**src/rtl/ptw_req_arbiter_if.sv**
```systemverilog
// ptw_req_arbiter_if: requester-side and PTW-side handshake bundle for the PTW request arbiter
interface ptw_req_arbiter_if #(
  parameter int N = 2,
  parameter int VPN_W = 27,
  parameter int PPN_W = 54
);
  logic [N-1:0] io_req_valid, io_req_ready, io_resp_valid;
  logic [N*VPN_W-1:0] io_req_vpn;
  logic [PPN_W-1:0] io_resp_pte_ppn, io_ptw_resp_pte_ppn;
  logic io_resp_pte_d, io_resp_pte_a, io_resp_pte_g, io_resp_pte_u;
  logic io_resp_pte_x, io_resp_pte_w, io_resp_pte_r, io_resp_pte_v;
  logic io_resp_ae, io_resp_pf;
  logic io_ptw_req_valid, io_ptw_req_ready;
  logic [VPN_W-1:0] io_ptw_req_vpn;
  logic io_ptw_resp_valid;
  logic io_ptw_resp_pte_d, io_ptw_resp_pte_a, io_ptw_resp_pte_g, io_ptw_resp_pte_u;
  logic io_ptw_resp_pte_x, io_ptw_resp_pte_w, io_ptw_resp_pte_r, io_ptw_resp_pte_v;
  logic io_ptw_resp_ae;
  logic io_busy;
  modport master (
    output io_req_valid, io_req_vpn, io_ptw_req_ready, io_ptw_resp_valid, io_ptw_resp_pte_ppn,
           io_ptw_resp_pte_d, io_ptw_resp_pte_a, io_ptw_resp_pte_g, io_ptw_resp_pte_u,
           io_ptw_resp_pte_x, io_ptw_resp_pte_w, io_ptw_resp_pte_r, io_ptw_resp_pte_v, io_ptw_resp_ae,
    input  io_req_ready, io_resp_valid, io_resp_pte_ppn,
           io_resp_pte_d, io_resp_pte_a, io_resp_pte_g, io_resp_pte_u,
           io_resp_pte_x, io_resp_pte_w, io_resp_pte_r, io_resp_pte_v,
           io_resp_ae, io_resp_pf, io_ptw_req_valid, io_ptw_req_vpn, io_busy
  );
  modport slave (
    input  io_req_valid, io_req_vpn, io_ptw_req_ready, io_ptw_resp_valid, io_ptw_resp_pte_ppn,
           io_ptw_resp_pte_d, io_ptw_resp_pte_a, io_ptw_resp_pte_g, io_ptw_resp_pte_u,
           io_ptw_resp_pte_x, io_ptw_resp_pte_w, io_ptw_resp_pte_r, io_ptw_resp_pte_v, io_ptw_resp_ae,
    output io_req_ready, io_resp_valid, io_resp_pte_ppn,
           io_resp_pte_d, io_resp_pte_a, io_resp_pte_g, io_resp_pte_u,
           io_resp_pte_x, io_resp_pte_w, io_resp_pte_r, io_resp_pte_v,
           io_resp_ae, io_resp_pf, io_ptw_req_valid, io_ptw_req_vpn, io_busy
  );
endinterface

```
**src/rtl/ptw_req_arbiter.sv**
```systemverilog
// ptw_req_arbiter: round-robin sharing of one page-table walker among N TLB requesters
module ptw_req_arbiter #(
  parameter int N = 2,
  parameter int VPN_W = 27,
  parameter int PPN_W = 54
) (
  input logic clock,
  input logic reset,
  ptw_req_arbiter_if.slave bus
);
  localparam int PW = $clog2(N);
  typedef enum logic [1:0] {IDLE, ISSUE, WAIT, RESP} state_t;
  state_t state;
  logic [PW-1:0] p, owner, winner;
  logic found;
  logic [VPN_W-1:0] vpn;
  logic [PPN_W-1:0] ppn;
  logic [7:0] flags;
  logic ae, pf;
  always_comb begin
    found = 1'b0;
    winner = '0;
    for (int k = 0; k < N; k++) begin
      if (!found && bus.io_req_valid[(int'(p) + k) % N]) begin
        found = 1'b1;
        winner = PW'((int'(p) + k) % N);
      end
    end
  end
  assign bus.io_req_ready = (state == IDLE && found) ? N'(1) << winner : '0;
  assign bus.io_resp_valid = (state == RESP) ? N'(1) << owner : '0;
  assign bus.io_ptw_req_valid = state == ISSUE;
  assign bus.io_ptw_req_vpn = vpn;
  assign bus.io_busy = state != IDLE;
  assign bus.io_resp_pte_ppn = ppn;
  assign {bus.io_resp_pte_d, bus.io_resp_pte_a, bus.io_resp_pte_g, bus.io_resp_pte_u,
          bus.io_resp_pte_x, bus.io_resp_pte_w, bus.io_resp_pte_r, bus.io_resp_pte_v} = flags;
  assign bus.io_resp_ae = ae;
  assign bus.io_resp_pf = pf;
  // pf is registered at capture so it reads 0 out of reset rather than ~v
  always_ff @(posedge clock) begin
    if (reset) begin
      state <= IDLE;
      p <= '0;
      owner <= '0;
      vpn <= '0;
      ppn <= '0;
      flags <= '0;
      ae <= 1'b0;
      pf <= 1'b0;
    end else begin
      case (state)
        IDLE: if (found) begin
          vpn <= bus.io_req_vpn[winner*VPN_W +: VPN_W];
          owner <= winner;
          p <= (winner == PW'(N-1)) ? '0 : winner + 1'b1;
          state <= ISSUE;
        end
        ISSUE: if (bus.io_ptw_req_ready) state <= WAIT;
        WAIT: if (bus.io_ptw_resp_valid) begin
          ppn <= bus.io_ptw_resp_pte_ppn;
          flags <= {bus.io_ptw_resp_pte_d, bus.io_ptw_resp_pte_a, bus.io_ptw_resp_pte_g,
                    bus.io_ptw_resp_pte_u, bus.io_ptw_resp_pte_x, bus.io_ptw_resp_pte_w,
                    bus.io_ptw_resp_pte_r, bus.io_ptw_resp_pte_v};
          ae <= bus.io_ptw_resp_ae;
          pf <= ~bus.io_ptw_resp_pte_v | (bus.io_ptw_resp_pte_w & ~bus.io_ptw_resp_pte_r);
          state <= RESP;
        end
        default: state <= IDLE;
      endcase
    end
  end
endmodule

```
**src/flat_wrapper.sv**
```systemverilog
// flat-port wrapper written by rule: the top's interface ports become plain ports
module ptw_req_arbiter_flat 
#(
  parameter int N = 2,
  parameter int VPN_W = 27,
  parameter int PPN_W = 54
)
  (clock, reset, bus_io_req_valid, bus_io_req_vpn, bus_io_ptw_req_ready, bus_io_ptw_resp_valid, bus_io_ptw_resp_pte_ppn, bus_io_ptw_resp_pte_d, bus_io_ptw_resp_pte_a, bus_io_ptw_resp_pte_g, bus_io_ptw_resp_pte_u, bus_io_ptw_resp_pte_x, bus_io_ptw_resp_pte_w, bus_io_ptw_resp_pte_r, bus_io_ptw_resp_pte_v, bus_io_ptw_resp_ae, bus_io_req_ready, bus_io_resp_valid, bus_io_resp_pte_ppn, bus_io_resp_pte_d, bus_io_resp_pte_a, bus_io_resp_pte_g, bus_io_resp_pte_u, bus_io_resp_pte_x, bus_io_resp_pte_w, bus_io_resp_pte_r, bus_io_resp_pte_v, bus_io_resp_ae, bus_io_resp_pf, bus_io_ptw_req_valid, bus_io_ptw_req_vpn, bus_io_busy);
  ptw_req_arbiter_if #(.N(N), .VPN_W(VPN_W), .PPN_W(PPN_W)) bus_i ();
  input logic clock;
  input logic reset;
  input wire logic [$bits(bus_i.io_req_valid)-1:0] bus_io_req_valid;
  input wire logic [$bits(bus_i.io_req_vpn)-1:0] bus_io_req_vpn;
  input wire logic [$bits(bus_i.io_ptw_req_ready)-1:0] bus_io_ptw_req_ready;
  input wire logic [$bits(bus_i.io_ptw_resp_valid)-1:0] bus_io_ptw_resp_valid;
  input wire logic [$bits(bus_i.io_ptw_resp_pte_ppn)-1:0] bus_io_ptw_resp_pte_ppn;
  input wire logic [$bits(bus_i.io_ptw_resp_pte_d)-1:0] bus_io_ptw_resp_pte_d;
  input wire logic [$bits(bus_i.io_ptw_resp_pte_a)-1:0] bus_io_ptw_resp_pte_a;
  input wire logic [$bits(bus_i.io_ptw_resp_pte_g)-1:0] bus_io_ptw_resp_pte_g;
  input wire logic [$bits(bus_i.io_ptw_resp_pte_u)-1:0] bus_io_ptw_resp_pte_u;
  input wire logic [$bits(bus_i.io_ptw_resp_pte_x)-1:0] bus_io_ptw_resp_pte_x;
  input wire logic [$bits(bus_i.io_ptw_resp_pte_w)-1:0] bus_io_ptw_resp_pte_w;
  input wire logic [$bits(bus_i.io_ptw_resp_pte_r)-1:0] bus_io_ptw_resp_pte_r;
  input wire logic [$bits(bus_i.io_ptw_resp_pte_v)-1:0] bus_io_ptw_resp_pte_v;
  input wire logic [$bits(bus_i.io_ptw_resp_ae)-1:0] bus_io_ptw_resp_ae;
  output wire logic [$bits(bus_i.io_req_ready)-1:0] bus_io_req_ready;
  output wire logic [$bits(bus_i.io_resp_valid)-1:0] bus_io_resp_valid;
  output wire logic [$bits(bus_i.io_resp_pte_ppn)-1:0] bus_io_resp_pte_ppn;
  output wire logic [$bits(bus_i.io_resp_pte_d)-1:0] bus_io_resp_pte_d;
  output wire logic [$bits(bus_i.io_resp_pte_a)-1:0] bus_io_resp_pte_a;
  output wire logic [$bits(bus_i.io_resp_pte_g)-1:0] bus_io_resp_pte_g;
  output wire logic [$bits(bus_i.io_resp_pte_u)-1:0] bus_io_resp_pte_u;
  output wire logic [$bits(bus_i.io_resp_pte_x)-1:0] bus_io_resp_pte_x;
  output wire logic [$bits(bus_i.io_resp_pte_w)-1:0] bus_io_resp_pte_w;
  output wire logic [$bits(bus_i.io_resp_pte_r)-1:0] bus_io_resp_pte_r;
  output wire logic [$bits(bus_i.io_resp_pte_v)-1:0] bus_io_resp_pte_v;
  output wire logic [$bits(bus_i.io_resp_ae)-1:0] bus_io_resp_ae;
  output wire logic [$bits(bus_i.io_resp_pf)-1:0] bus_io_resp_pf;
  output wire logic [$bits(bus_i.io_ptw_req_valid)-1:0] bus_io_ptw_req_valid;
  output wire logic [$bits(bus_i.io_ptw_req_vpn)-1:0] bus_io_ptw_req_vpn;
  output wire logic [$bits(bus_i.io_busy)-1:0] bus_io_busy;
  assign bus_i.io_req_valid = bus_io_req_valid;
  assign bus_i.io_req_vpn = bus_io_req_vpn;
  assign bus_i.io_ptw_req_ready = bus_io_ptw_req_ready;
  assign bus_i.io_ptw_resp_valid = bus_io_ptw_resp_valid;
  assign bus_i.io_ptw_resp_pte_ppn = bus_io_ptw_resp_pte_ppn;
  assign bus_i.io_ptw_resp_pte_d = bus_io_ptw_resp_pte_d;
  assign bus_i.io_ptw_resp_pte_a = bus_io_ptw_resp_pte_a;
  assign bus_i.io_ptw_resp_pte_g = bus_io_ptw_resp_pte_g;
  assign bus_i.io_ptw_resp_pte_u = bus_io_ptw_resp_pte_u;
  assign bus_i.io_ptw_resp_pte_x = bus_io_ptw_resp_pte_x;
  assign bus_i.io_ptw_resp_pte_w = bus_io_ptw_resp_pte_w;
  assign bus_i.io_ptw_resp_pte_r = bus_io_ptw_resp_pte_r;
  assign bus_i.io_ptw_resp_pte_v = bus_io_ptw_resp_pte_v;
  assign bus_i.io_ptw_resp_ae = bus_io_ptw_resp_ae;
  assign bus_io_req_ready = bus_i.io_req_ready;
  assign bus_io_resp_valid = bus_i.io_resp_valid;
  assign bus_io_resp_pte_ppn = bus_i.io_resp_pte_ppn;
  assign bus_io_resp_pte_d = bus_i.io_resp_pte_d;
  assign bus_io_resp_pte_a = bus_i.io_resp_pte_a;
  assign bus_io_resp_pte_g = bus_i.io_resp_pte_g;
  assign bus_io_resp_pte_u = bus_i.io_resp_pte_u;
  assign bus_io_resp_pte_x = bus_i.io_resp_pte_x;
  assign bus_io_resp_pte_w = bus_i.io_resp_pte_w;
  assign bus_io_resp_pte_r = bus_i.io_resp_pte_r;
  assign bus_io_resp_pte_v = bus_i.io_resp_pte_v;
  assign bus_io_resp_ae = bus_i.io_resp_ae;
  assign bus_io_resp_pf = bus_i.io_resp_pf;
  assign bus_io_ptw_req_valid = bus_i.io_ptw_req_valid;
  assign bus_io_ptw_req_vpn = bus_i.io_ptw_req_vpn;
  assign bus_io_busy = bus_i.io_busy;
  ptw_req_arbiter #(.N(N), .VPN_W(VPN_W), .PPN_W(PPN_W)) u_core (.clock(clock), .reset(reset), .bus(bus_i));
endmodule
```
**config.mk**
```make
export PLATFORM = sky130hd
export DESIGN_NAME = ptw_req_arbiter_flat
export DESIGN_NICKNAME = d
export VERILOG_FILES = /design/src/rtl/ptw_req_arbiter_if.sv /design/src/rtl/ptw_req_arbiter.sv /design/src/flat_wrapper.sv
export SDC_FILE = /design/constraint.sdc
export NUM_CORES = 1
export LEC_CHECK = 0
export CORE_AREA = 2 2 107 109
export CTS_BUF_LIST = sky130_fd_sc_hd__clkbuf_4 sky130_fd_sc_hd__clkbuf_8 sky130_fd_sc_hd__clkbuf_16
export DETAILED_ROUTE_END_ITERATION = 12
export DIE_AREA = 0 0 109 111
export PLACE_DENSITY = 0.79
export SYNTH_ARGS = -nofsm -noshare
export SYNTH_HDL_FRONTEND = slang
export SYNTH_SLANG_ARGS = --single-unit
```
**constraint.sdc**
```tcl
create_clock -name clock -period 1.3 [get_ports clock]
set_input_delay 0.325 -clock clock [delete_from_list [all_inputs] [get_ports clock]]
set_output_delay 0.325 -clock clock [all_outputs]
set_load 0.01 [all_outputs]
```
* Word level (Yosys, flattened, before mapping)
Cells that the tools add are included.
** Cells by class
- Multipliers :: 1
- Eq/ne operators :: 6
- Mux-type cells :: 16
- Add/subtract/negate cells :: 2
- Magnitude comparators :: 2
- Reduce and logical (&&, ||, !) cells :: 8
- Shift-type cells :: 3
- Bitwise logic cells :: 5
** Operator list (count)
- variable part select 54 x 7 -> 27 bit :: 1
- 2-to-1 mux 1 bit :: 10
- 2-to-1 mux 2 bit :: 5
- multiplier 1 x 5 -> 6 bit, second input constant :: 1
- case mux 2 bit (3 select lines) :: 1
- equality test 2 bit, second input constant :: 2
- != test 2 bit, second input constant :: 2
- AND reduction 2 bit :: 2
- left shift 1 x 1 -> 2 bit, first input constant :: 2
- < comparator 2 x 3 -> 1 bit, second input constant :: 1
- AND reduction 3 bit :: 1
- adder 1 bit, second input constant :: 2
- equality test 2 x 1 -> 1 bit, second input constant :: 1
- logical AND 1 bit :: 2
- logical NOT 2 bit :: 1
- < comparator 1 x 2 -> 1 bit, second input constant :: 1
- != test 2 x 1 -> 1 bit, second input constant :: 1
- NOT 1 bit :: 2
- nonzero test 2 bit :: 1
- bitwise AND 1 bit :: 1
- bitwise AND 1 bit, first input constant :: 1
- logical NOT 1 bit :: 1
- OR 1 bit :: 1
** Storage, ports and cells
- Bits in registers :: 95
- Output and inout bits :: 97

* Depth between registers and ports, before layout
- Depth in word-level cells :: 9
- Gate-level depth with buffers :: 7
- Gate-level depth less buffers :: 5

* Least setup slack after synthesis
Ideal clock, no wire load.
- Path kind :: register -> register
- From :: register u_core.state[0]
- To :: register u_core.vpn[10], in the netlist u_core.bus.io_ptw_req_vpn[10]
- Arrival time :: 1.343 ns
- Cell stages (with the launch flop) :: 8
- Setup slack :: -0.164 ns
- Buffers on the path :: 2
- Period minus slack after synthesis :: 1.464 ns
- Setup time :: 0.122 ns
- Cells stage by stage :: dfxtp_1 -> inv_1 -> ha_1 -> o21a_1 -> buf_4 -> buf_6 -> nor3b_1 -> a221o_1
** On the way
- Cells in the longest elaborated chain, start to end :: 2
** RTL lines
- start: declaration :: RTL line ptw_req_arbiter.sv:13 : state_t state;
- start signal: assignment :: RTL line ptw_req_arbiter.sv:43 : state <= IDLE;
- start signal: assignment :: RTL line ptw_req_arbiter.sv:57 : state <= ISSUE;
- start signal: assignment :: RTL line ptw_req_arbiter.sv:59 : ISSUE: if (bus.io_ptw_req_ready) state <= WAIT;
- logical NOT 2 bit :: RTL line ptw_req_arbiter.sv:52 : case (state)
- AND reduction 2 bit (no source line)
- end signal: assignment :: RTL line ptw_req_arbiter.sv:54 : vpn <= bus.io_req_vpn[winner*VPN_W +: VPN_W];
- end: declaration :: RTL line ptw_req_arbiter.sv:16 : logic [VPN_W-1:0] vpn;
Every way passes these cells.
A chain may end at the register's enable or synchronous reset.

* Final worst setup path
- From :: register u_core.state[1]
- To :: output port bus_io_req_ready[1]
** On the way
- Cells in the longest elaborated chain, start to end :: 3
** RTL lines
- logical NOT 2 bit :: RTL line ptw_req_arbiter.sv:30 : assign bus.io_req_ready = (state == IDLE && found) ? N'(1) << winner : '0;
- logical AND 1 bit :: RTL line ptw_req_arbiter.sv:30
- 2-to-1 mux 2 bit :: RTL line ptw_req_arbiter.sv:30
- end: declaration :: RTL line flat_wrapper.sv:26 : output wire logic [$bits(bus_i.io_req_ready)-1:0] bus_io_req_ready;
Every way passes these cells.

==> impl_metrics.json <==
{
  "antenna_cells": 0,
  "gr-usage-all-layers_pct": 24.6,
  "io_buffers": 219,
  "area_delta_synth_final_pct": 119,
  "r2r-end": "u_core.bus.io_ptw_req_vpn[7]$_SDFFE_PP0N_",
  "yosysTopAreaCell": "dfxtp_1",
  "via_per_inst": 5.14,
  "async_flop_share_pct": 0,
  "drt_iter0_markers": 237,
  "holdCritPathClass": "flip-flop to flip-flop",
  "syn_inst": 405,
  "synth_area_mm2": 0.00362,
  "synthSimpleGateAreaFrac_pct": 21.2,
  "max_freq_mhz": 619,
  "cts.sinks": 95,
  "post_layout_nonfiller_instances": 814,
  "dp.cells": 760,
  "final_nets": 793,
  "grt_pass1_wl_mm": 23.1,
  "chipWidth_um": 109,
  "initial_core_util_pct": 32.6,
  "hp-start": "u_core.bus.io_resp_pte_ppn[16]$_SDFFE_PP0P_",
  "final_area_mm2": 0.00791,
  "cts_hold_buf": 0,
  "routed_wl_mm": 15.7,
  "synth_top_family_by_area": "simple AND/OR/NAND/NOR gates",
  "layout-drive-gt1-share_pct": 49.3,
  "p_leak_nw": 3.18,
  "ctsLongestPathBuffers": 2,
  "synth-seq-cells": 95,
  "synth-main-ff-cell": "dfxtp_1",
  "placed_cell_area_mm2": 0.00610,
  "drcViolationCount": 0,
  "die_h_um": 111,
  "failed_checks": "setup timing",
  "final_max_slew_viol_count": 0,
  "ys.warnings.count": 0,
  "status": "finished, violations left",
  "hold_depth": 2,
  "cp_max_fo": 5,
  "worst_slack_ns": -0.316,
  "antenna_found_initial": 0,
  "grt_pass1_vias": 4493,
  "setup_viol_count_final": 100,
  "synth_area_leaders": "dfxtp_1, nand2_1, a21oi_1",
  "synth-compound-area-share_pct": 19.3,
  "cap_violations": 0,
  "crit_required_ns": 0.98,
  "synth-seq-area-share_pct": 52.6,
  "dieArea_mm2": 0.0121,
  "synthAdderAreaFrac_pct": 1.38,
  "ios": 220,
  "clk_pin_slew_ns": 0.07,
  "cts-root-buf": "clkbuf_16",
  "cts_htree_levels": 3,
  "final_hold_viol_count": 0,
  "synth_top_area_share_pct": 52.6,
  "path_class": "flip-flop to output port",
  "drt_first_pass_iters": 4,
  "power_density_mw_per_mm2": 1590,
  "fin_crit_sh_pct": 124,
  "cp.arrival_ns": 1.29,
  "syn_nets": 532,
  "relSlewSlack_pct": 57.9,
  "reg2reg_setup_slack_ns": -0.28,
  "avgRoutedWirePerCell_um": 19.3,
  "tightest_slew_ns": 0.630,
  "fin_crit_ns": 1.62,
  "place_hpwl_mm": 8.57,
  "yosys.area_share.xor_xnor_pct": 0,
  "cp-end-kind": "output port",
  "r2r_start": "u_core.state[1]$_SDFFE_PP0P_",
  "reg2regPathDepth": 8,
  "grt_max_degree": 51,
  "gr-total-overflow": 0,
  "synth_cell_type_count": 26,
  "skew_ns": 0.00748,
  "row_count": 39,
  "place.gp.congestion": 0.795,
  "synth_mux_area_share_pct": 0.277,
  "rsz0062_at_grt": "yes",
  "core_mm2": 0.0111,
  "vias": 4181,
  "start_kind": "flip-flop",
  "ir_drop_mv": 0.951,
  "syn_avg_cell_area_um2": 8.93,
  "holdPathEnd": "u_core.bus.io_resp_pte_ppn[16]$_SDFFE_PP0P_",
  "clk_latency_ns": 0.34,
  "numCtsBuffers": 9,
  "synth_edf_count": 0,
  "cts_tree": "built",
  "antenna_left": 0
}
## placed cells by master, fill, tap and decap left out, types with 7 or more instances in the layout
master	synthesis	layout
a21oi_2	0	61
a221o_1	20	20
a221o_2	7	7
buf_12	0	17
buf_16	0	8
buf_4	1	20
buf_6	6	15
clkbuf_16	0	10
clkbuf_2	0	31
clkdlybuf4s15_1	0	35
clkdlybuf4s50_1	0	119
dfxtp_1	95	80
dfxtp_2	0	15
dlygate4sd2_1	0	21
nand2_1	128	25
nand2_2	2	35
nand2_4	0	68
nor3b_1	27	23
## state kept, by name (all words and copies together) (netlist names)
name and count:
u_core.bus.io_resp_pte_ppn 54, u_core.bus.io_ptw_req_vpn 27, u_core.flags 8, u_core.state 2
u_core.bus.io_resp_ae 1, u_core.bus.io_resp_pf 1, u_core.owner 1, u_core.p 1
## worst max-delay path, stage by stage, from the launching register on
cell and delay (ns):
dfxtp_2 0.32, inv_2 0.07, ha_4 0.21, nand2_8 0.09, a21oi_4 0.12, buf_2 0.14
## layer usage
metal	wire length, um	part of all wire [%]	track usage [%]
met1	5850	37	26.7
met2	8550	55	46.2
met3	955	6.1	5.41
met4	319	2.0	7.61
met5	0	0	0
## area by class of cell
type	count	area, um2
Clock buffer	9	225
Clock inverter	7	95.1
Fill cell	740	3160
Inverter	4	15.0
Multi-Input combinational cell	277	2530
Sequential cell	95	1920
Tap cell	143	179
Timing Repair Buffer	279	2950
## synth_stat cells, drive strengths merged (2+ instances only)
| library cell | count |
|---|---|
| a21oi | 67 |
| clkbuf | 16 |
| buf | 15 |
| dfxtp | 95 |
| nor3b | 27 |
| nand2 | 130 |
| nor2 | 2 |
| a211oi | 2 |
| inv | 4 |
| ha | 4 |
| nand2b | 5 |
| o21a | 2 |
| and2 | 3 |
| a221o | 27 |
## through the flow
stage	setup slack (ns)	total power [mW]	util (%)	hold WS [ns]	TNS [ns]
2_1_floorplan	-0.0323	5.54	-	0.434	-0.646
3_3_place_gp	-0.810	7.48	55.0	0.442	-42.21
3_5_place_dp	-0.871	7.59	55.0	0.447	-45.76
4_1_cts	-0.331	12.2	68.9	0.450	-23.32
5_1_grt	-0.373	13.1	71.4	0.470	-27.47
6_report	-0.316	12.6	71.4	0.454	-22.06
## worst max-delay path by stage
stage | slack, ns | startpoint | end | cells after the start
6_report | -0.32 | u_core.state[1]$_SDFFE_PP0P_ | bus_io_req_ready[1] | 5
5_1_grt | -0.37 | u_core.state[0]$_SDFFE_PP0P_ | bus_io_req_ready[1] | 5
4_1_cts | -0.33 | u_core.state[0]$_SDFFE_PP0P_ | bus_io_req_ready[1] | 5
3_5_place_dp | -0.87 | bus_io_req_valid[0] | u_core.bus.io_ptw_req_vpn[5]$_SDFFE_PP0N_ | 3
3_3_place_gp | -0.81 | bus_io_req_valid[0] | u_core.bus.io_ptw_req_vpn[2]$_SDFFE_PP0N_ | 3
2_1_floorplan | -0.03 | u_core.state[1]$_SDFFE_PP0P_ | u_core.bus.io_ptw_req_vpn[10]$_SDFFE_PP0N_ | 7
## where the power goes
part           internal (mW)  switching [mW]
Sequential              3.42           0.345
Clock                   1.69            1.13
Combinational           3.28            2.71
## cell families after synthesis
group | after synthesis
multiplexers | 1
adder cells (fa/ha/maj) | 4
flip-flops | 95
buffers and inverters | 35
AND/OR/NAND/NOR | 169
AO/OA/AOI/OAI | 101
## timing repair
action	4_1_cts	5_1_grt
gates resized for setup	308	221
cloned	18	1
endpoints found under the setup margin	190	156
pin swaps	63	46
setup buffers	23	5
Note: power is estimated with default switching activity, not from simulation.
